File: config.mk
export PLATFORM = sky130hd
export DESIGN_NAME = nibble_serial_adder_seq
export DESIGN_NICKNAME = d
export VERILOG_FILES = /design/src/rtl/nibble_serial_adder_seq_pkg.sv /design/src/rtl/nibble_serial_adder_seq_cla4.sv /design/src/rtl/nibble_serial_adder_seq.sv
export SDC_FILE = /design/constraint.sdc
export NUM_CORES = 1
export LEC_CHECK = 0
export ABC_AREA = 1
export CAP_MARGIN = 20
export CELL_PAD_IN_SITES_DETAIL_PLACEMENT = 1
export CELL_PAD_IN_SITES_GLOBAL_PLACEMENT = 1
export CORE_AREA = 2 2 100 73
export DETAILED_ROUTE_END_ITERATION = 10
export DIE_AREA = 0 0 102 75
export PLACE_DENSITY_LB_ADDON = 0.1
export SETUP_SLACK_MARGIN = 0.5
export SLEW_MARGIN = 20
export SYNTH_ARGS = -nofsm -noshare
export SYNTH_HDL_FRONTEND = slang
export SYNTH_SLANG_ARGS = --single-unit
File: constraint.sdc
create_clock -name clk -period 3.3 [get_ports clk]
set_input_delay 0.99 -clock clk [delete_from_list [all_inputs] [get_ports clk]]
set_output_delay 0.99 -clock clk [all_outputs]
set_load 0.005 [all_outputs]
File: src/rtl/nibble_serial_adder_seq_pkg.sv
// Shared constants for the nibble-serial adder: FSM state encoding and slice width.
package nibble_serial_adder_seq_pkg;

    localparam int NIB_W = 4;

    typedef enum logic [1:0] {
        IDLE = 2'd0,
        RUN  = 2'd1,
        DONE = 2'd2
    } state_t;

endpackage

File: src/rtl/nibble_serial_adder_seq_cla4.sv
// 4-bit carry-lookahead adder slice; purely combinational, {cout, sum} plus group G/P.
module nibble_serial_adder_seq_cla4 (
    input  logic [3:0] a_i,
    input  logic [3:0] b_i,
    input  logic       cin_i,
    output logic [4:0] sum_o,
    output logic       grp_g_o,
    output logic       grp_p_o
);

    logic [3:0] g;
    logic [3:0] p;
    logic [4:0] c;

    assign g = a_i & b_i;
    assign p = a_i ^ b_i;

    // Every carry is expanded from the slice carry-in; no ripple inside the slice.
    assign c[0] = cin_i;
    assign c[1] = g[0] | (p[0] & c[0]);
    assign c[2] = g[1] | (p[1] & g[0]) | (p[1] & p[0] & c[0]);
    assign c[3] = g[2] | (p[2] & g[1]) | (p[2] & p[1] & g[0]) | (p[2] & p[1] & p[0] & c[0]);
    assign c[4] = g[3] | (p[3] & g[2]) | (p[3] & p[2] & g[1]) | (p[3] & p[2] & p[1] & g[0])
                | (p[3] & p[2] & p[1] & p[0] & c[0]);

    assign sum_o   = {c[4], p ^ c[3:0]};
    assign grp_g_o = g[3] | (p[3] & g[2]) | (p[3] & p[2] & g[1]) | (p[3] & p[2] & p[1] & g[0]);
    assign grp_p_o = &p;

endmodule

File: src/rtl/nibble_serial_adder_seq.sv
// Multi-cycle WIDTH-bit adder: one shared 4-bit CLA slice stepped over the operand
// nibbles LSB first, with the slice carry held in a register between cycles.
module nibble_serial_adder_seq
    import nibble_serial_adder_seq_pkg::*;
#(
    parameter int WIDTH = 16
) (
    input  logic             clk,
    input  logic             rst,
    input  logic             in_valid,
    output logic             in_ready,
    input  logic [WIDTH-1:0] in_a,
    input  logic [WIDTH-1:0] in_b,
    input  logic             in_cin,
    output logic             out_valid,
    input  logic             out_ready,
    output logic [WIDTH:0]   out_sum,
    output logic             busy
);

    localparam int NIB   = WIDTH / NIB_W;
    localparam int IDX_W = (NIB > 1) ? $clog2(NIB) : 1;
    localparam logic [IDX_W-1:0] LAST_IDX = IDX_W'(NIB - 1);

    generate
        if ((WIDTH % NIB_W) != 0 || WIDTH < NIB_W) begin : g_bad_width
            $error("nibble_serial_adder_seq: WIDTH must be a positive multiple of 4");
        end
    endgenerate

    state_t             state_q, state_d;
    logic [IDX_W-1:0]   idx_q, idx_d;
    logic               carry_q, carry_d;
    logic [WIDTH-1:0]   a_q, a_d;
    logic [WIDTH-1:0]   b_q, b_d;
    logic [WIDTH-1:0]   sum_q, sum_d;

    logic [IDX_W+1:0]   nib_lsb;
    logic [NIB_W-1:0]   slice_a;
    logic [NIB_W-1:0]   slice_b;
    logic [NIB_W:0]     slice_sum;

    assign nib_lsb = {idx_q, 2'b00};
    assign slice_a = a_q[nib_lsb +: NIB_W];
    assign slice_b = b_q[nib_lsb +: NIB_W];

    nibble_serial_adder_seq_cla4 u_slice (
        .a_i     (slice_a),
        .b_i     (slice_b),
        .cin_i   (carry_q),
        .sum_o   (slice_sum),
        .grp_g_o (),
        .grp_p_o ()
    );

    always_comb begin
        state_d = state_q;
        idx_d   = idx_q;
        carry_d = carry_q;
        a_d     = a_q;
        b_d     = b_q;
        sum_d   = sum_q;
        case (state_q)
            IDLE: begin
                if (in_valid) begin
                    a_d     = in_a;
                    b_d     = in_b;
                    carry_d = in_cin;
                    idx_d   = '0;
                    sum_d   = '0;
                    state_d = RUN;
                end
            end
            RUN: begin
                sum_d[nib_lsb +: NIB_W] = slice_sum[NIB_W-1:0];
                carry_d                 = slice_sum[NIB_W];
                if (idx_q == LAST_IDX) begin
                    idx_d   = '0;
                    state_d = DONE;
                end else begin
                    idx_d = idx_q + IDX_W'(1);
                end
            end
            DONE: begin
                if (out_ready) begin
                    state_d = IDLE;
                end
            end
            default: state_d = IDLE;
        endcase
    end

    always_ff @(posedge clk or posedge rst) begin
        if (rst) begin
            state_q <= IDLE;
            idx_q   <= '0;
            carry_q <= 1'b0;
            a_q     <= '0;
            b_q     <= '0;
            sum_q   <= '0;
        end else begin
            state_q <= state_d;
            idx_q   <= idx_d;
            carry_q <= carry_d;
            a_q     <= a_d;
            b_q     <= b_d;
            sum_q   <= sum_d;
        end
    end

    // Handshake flags come from the state register alone, so no input reaches an output.
    assign in_ready  = (state_q == IDLE);
    assign out_valid = (state_q == DONE);
    assign busy      = (state_q != IDLE);
    assign out_sum   = {carry_q, sum_q};

endmodule
# Word-level counts from Yosys, hierarchy flattened
# Index checks and enable logic that the tools add are counted.
[word_totals] regBits=53 latchBits=0 mem_bits_rw=0 rom_bits=0 elab_cells=65 memories=0
[classes] addsub=2 multipliers=0 n_div=0 n_lt_le_gt_ge=0 eq_ne=6 shift=4 muxes=12 bitwise_logic=29 reduce_logical=6
[op_table] op="$pmux 16 s2" count=1
[op_table] op="$shiftx 16x5->4" count=2
[op_table] op="$and 1x1->1" count=16
[op_table] op="$bwmux 16" count=1
[op_table] op="$mux 16" count=1
[op_table] op="$shift 4x6->16 const A" count=1
[op_table] op="$shiftx 4x6->16" count=1
[op_table] op="$mux 2" count=5
[op_table] op="$or 1x1->1" count=10
[op_table] op="$xor 4x4->4" count=2
[op_table] op="$neg 4->6" count=1
[op_table] op="$pmux 2 s3" count=1
[op_table] op="$and 4x4->4" count=1
[op_table] op="$eq 2x2->1 const B" count=2
[op_table] op="$ne 2x2->1 const B" count=2
[op_table] op="$pmux 2 s2" count=1
[op_table] op="$reduce_and 2->1" count=2
[op_table] op="$reduce_bool 2->1" count=2
[op_table] op="$reduce_and 3->1" count=1
[op_table] op="$add 2x1->2 const B" count=1
[op_table] op="$eq 2x1->1 const B" count=1
[op_table] op="$logic_not 2->1" count=1
[op_table] op="$ne 2x1->1 const B" count=1
[op_table] op="$pmux 1 s2" count=1
[op_table] op="$mux 1" count=1

# Longest topological paths before layout
[depth] depth_word=10 depth_mapped=14 ltp_nobuf=13

# By module
# From an unflattened synthesis, not the netlist that was laid out.
[hier_totals] hier_cells=368 hier_area_um2=2829.0
[by_module_without_submodules] mod="nibble_serial_adder_seq" n_inst=1 cells_per_inst=330 area_per_inst_um2=2600.0 seq_area_each_um2=1326.3
[by_module_without_submodules] mod="nibble_serial_adder_seq_cla4" n_inst=1 cells_per_inst=38 area_per_inst_um2=229.0 seq_area_each_um2=0.0

# Worst setup path after synthesis
# OpenSTA, ideal clock, no wires.
[synth_path] kind="flip-flop to flip-flop" start="register idx_q[0]" end="register sum_q[14]" setup_ps=65 arrival_time_ps=2017 required_ps=3235 slack_ps=1218 path_stages_with_launch=12 period_less_slack_ps=2082 cell_sequence="dfrtp_1 -> inv_1 -> clkbuf_1 -> nor2_1 -> o22ai_1 -> ha_1 -> nand3_1 -> nand3_1 -> xor2_1 -> nor2_1 -> nand3_1 -> nand2_1"
[synth_via] elab_chain_len=10
[synth_rtl] item="start: declaration" line="nibble_serial_adder_seq.sv:32" rtl="logic [IDX_W-1:0] idx_q, idx_d;"
[synth_rtl] item="start signal: assignment" line="nibble_serial_adder_seq.sv:103" rtl="idx_q <= idx_d;"
[synth_rtl] item="$shiftx 16x5->4, on equally long branches" line="nibble_serial_adder_seq.sv:44, nibble_serial_adder_seq.sv:45"
[synth_rtl] item="$xor 4x4->4 or $and 4x4->4 (tied branches)" line="nibble_serial_adder_seq_cla4.sv:16, nibble_serial_adder_seq_cla4.sv:15"
[synth_rtl] item="$and 1x1->1" line="nibble_serial_adder_seq_cla4.sv:22" rtl="assign c[3] = g[2] | (p[2] & g[1]) | (p[2] & p[1] & g[0]) | (p[2] & p[1] & p[0] & c[0]);"
[synth_rtl] item="$or 1x1->1 or $and 1x1->1 (tied branches) (2 in a row)" line="nibble_serial_adder_seq_cla4.sv:22"
[synth_rtl] item="$or 1x1->1" line="nibble_serial_adder_seq_cla4.sv:22"
[synth_rtl] item="$xor 4x4->4" line="nibble_serial_adder_seq_cla4.sv:26" rtl="assign sum_o = {c[4], p ^ c[3:0]};"
[synth_rtl] item="$shiftx 4x6->16" line="nibble_serial_adder_seq.sv:75" rtl="sum_d[nib_lsb +: NIB_W] = slice_sum[NIB_W-1:0];"
[synth_rtl] item="$bwmux 16 (*)" line="nibble_serial_adder_seq.sv:75"
[synth_rtl] item="$pmux 16 s2 (*)" line="nibble_serial_adder_seq.sv:63" rtl="case (state_q)"
[synth_rtl] item="end signal: assignment" line="nibble_serial_adder_seq.sv:107" rtl="sum_q <= sum_d;"
[synth_rtl] item="end: declaration" line="nibble_serial_adder_seq.sv:36" rtl="logic [WIDTH-1:0] sum_q, sum_d;"
# Every way passes the cells marked *; elsewhere a longest branch is shown, timed or not.
# A chain may end at the register's enable or synchronous reset.

# Worst setup path in the final report
[layout_path] start="register state_q[0]" end="output in_ready"
[layout_via] elab_chain_len=1
[layout_rtl] item="start: declaration" line="nibble_serial_adder_seq.sv:31" rtl="state_t state_q, state_d;"
[layout_rtl] item="start signal: assignment" line="nibble_serial_adder_seq.sv:102" rtl="state_q <= state_d;"
[layout_rtl] item="$logic_not 2->1" line="nibble_serial_adder_seq.sv:112" rtl="assign in_ready = (state_q == IDLE);"
[layout_rtl] item="end: declaration" line="nibble_serial_adder_seq.sv:11" rtl="output logic in_ready,"
# Every way passes these cells.

==> metrics <==
DR vias 1,964; Worst Skew 0.00802 ns; Worst Path Arrival 1.44 ns; initial antenna violation count 0; number of buffers added on ports 56; maximum vdd drop 0.363 mV; Final min period 2.43 ns; n_diodes 0; pre-CTS WS 0.736 ns; Clock Latency Late Sink 0.31 ns; first-pass GRT wire length 9990 µm; commonest non-fill, non-tap cells in the layout clkdlybuf4s50_1 (56), dfrtp_1 (53), nand2_1 (33); Seq/Total Area, Yosys 51.8%; Leakage 1.50 nW; CTS max path bufs 2; register bit total from synthesis 53; P&R area growth vs syn 30.6%; Syn Area/Cell 10.3 µm²; htree depth 2; vias per cell 4.87; Detail Route Antenna Nets 0; final setup TNS 0 ns; Cell Area, Synth 2560 µm²; post-route cell area 3350 µm²; GP Congestion 0.876; Core Footprint 6630 µm²; CTS tree yes; Hold Path Class flop to flop; cts bufs inserted 5; CP Capture Type output port; Overall Power 3.60 mW; Max Slew Vio Count 0; kind of critical path flop to output port; synth top area cells dfrtp_1 (52%), mux2_2 (13%), o21ai_0 (4.9%); placed cell area 3230 µm²; fmax 0.412 GHz; drt initial violations 37; FILL cells 768; Synth area leader dfrtp_1; Slew @ Worst Pin 0.532 ns; row cnt 25; warnings from Yosys 0; area of the multi-input gates 1080 µm²; Die W 102 µm; drt wl/cell 15.1 µm; GRT Total Usage 17.3%; Cells after Synth 248; Slew HR 64.5%; status finished clean; TritonCTS Sinks 53; vias in the first global route 1,992; IO Pins 57; DIE AREA 7650 µm²; Post-CTS Setup Repair Bufs 0; fin nets 355; Reg clk slew, reported paths 0.10 ns; share of cells above drive strength 1 15.5%; Initial Util 38.6%; cts repair resizes 0; Core Util, Final 50.5%; final-report hold violation count 0; most common cell after layout, fill and taps aside clkdlybuf4s50_1; DR pass1 iterations 4; Final WS setup 0.872 ns; count of final setup violators 0; Synth top area share 51.8%; RSZ-0062 raised after global routing false; Post-Syn Nets 295; Yosys cell types 24; final cycle utilization of the critical path 73.6%; Post-CTS Hold Buffers 0; register area 1330 µm²; Die H 75 µm; dpl hpwl 4530 µm; startpoint types flop; Detailed Route WL 6090 µm; CP Max Fanout 4; PD cells 1080 nW/µm²; Max-Cap Viols 0; CTS Root Cell clkbuf_8; GR Overflow Total 0; CP required 2.31 ns; largest net degree at the start of global routing 42; Residual DRC 0
==> per-stage QoR <==
| stage | hold WS [ns] | cells |
|---|---|---|
| floorplan | 0.459 | 248 |
| global placement | 0.467 | 395 |
| detailed placement | 0.472 | 395 |
| CTS | 0.498 | 403 |
| global route | 0.530 | 403 |
| finish | 0.491 | 403 |
==> path summary, 6_finish.rpt <==
kind,to,slack (ns),depth (start not counted),startpoint
min reg2reg,sum_q[15],0.49,2,sum_q[15]
max,in_ready,0.87,2,state_q[0]
min in group asynchronous,a_q[6],1.04,2,rst
max in group asynchronous,b_q[1],1.72,3,rst
min,sum_q[15],0.49,2,sum_q[15]
max reg2reg,sum_q[6],0.96,11,idx_q[1]
==> worst max-delay path, stage by stage, from the launching register on <==
cell             delay, ns
dfrtp_1               0.44
nor2_4                0.17
clkdlybuf4s50_1       0.52
==> registers in the layout, summed over array words and instances (netlist names) <==
signal   count
carry_q      1
a_q         16
sum_q       16
b_q         16
state_q      2
idx_q        2
==> cells by family after synthesis <==
group | synth area share (%)
AND/OR/NAND/NOR | 12.8
AO/OA/AOI/OAI | 9.13
flip-flops | 51.8
adder cells (fa/ha/maj) | 5.18
buffers and inverters | 6.01
XOR/XNOR | 1.03
multiplexers | 14.1
==> power by group <==
group / internal (mW) / switching [mW] / leakage (nW) / total (mW)
combinational: 0.885 / 1.14 / 0.779 / 2.02
clock: 0.248 / 0.214 / 0.0585 / 0.462
sequential: 0.951 / 0.168 / 0.658 / 1.12
total: 2.08 / 1.52 / 1.50 / 3.60
==> area by class of cell <==
type / count / area share, %
repair buffers: 62 / 18.5
well taps: 94 / 3.51
clock inverters: 1 / 0.897
inverters: 23 / 2.58
flip-flops and latches: 53 / 39.6
multi-input cells: 163 / 32.3
clock buffers: 7 / 2.58
==> Yosys cell counts <==
cell type,n
nand4_1,3
nand3_1,15
buf_4,1
nor2_1,22
xor2_1,2
inv_2,1
inv_1,21
ha_1,9
nand2_4,1
o22ai_1,13
clkbuf_1,4
o31ai_1,3
buf_6,4
a21oi_1,1
nor2_4,1
nand2_1,33
o21ai_0,25
fa_1,1
clkinv_1,1
dfrtp_1,53
mux2_1,2
or2_2,1
mux2_2,30
xnor2_1,1
==> metal layers <==
layer | part of all wire [%] | vias up | GRT usage, %
met3 | 5.7 | 5 | 4.64
met4 | 0.66 | 0 | 3.56
met2 | 42 | 45 | 26.2
met1 | 52 | 951 | 25.2
met5 | 0 | - | 0
li1 | - | 963 | -
Power figures use the tool's default switching activity.
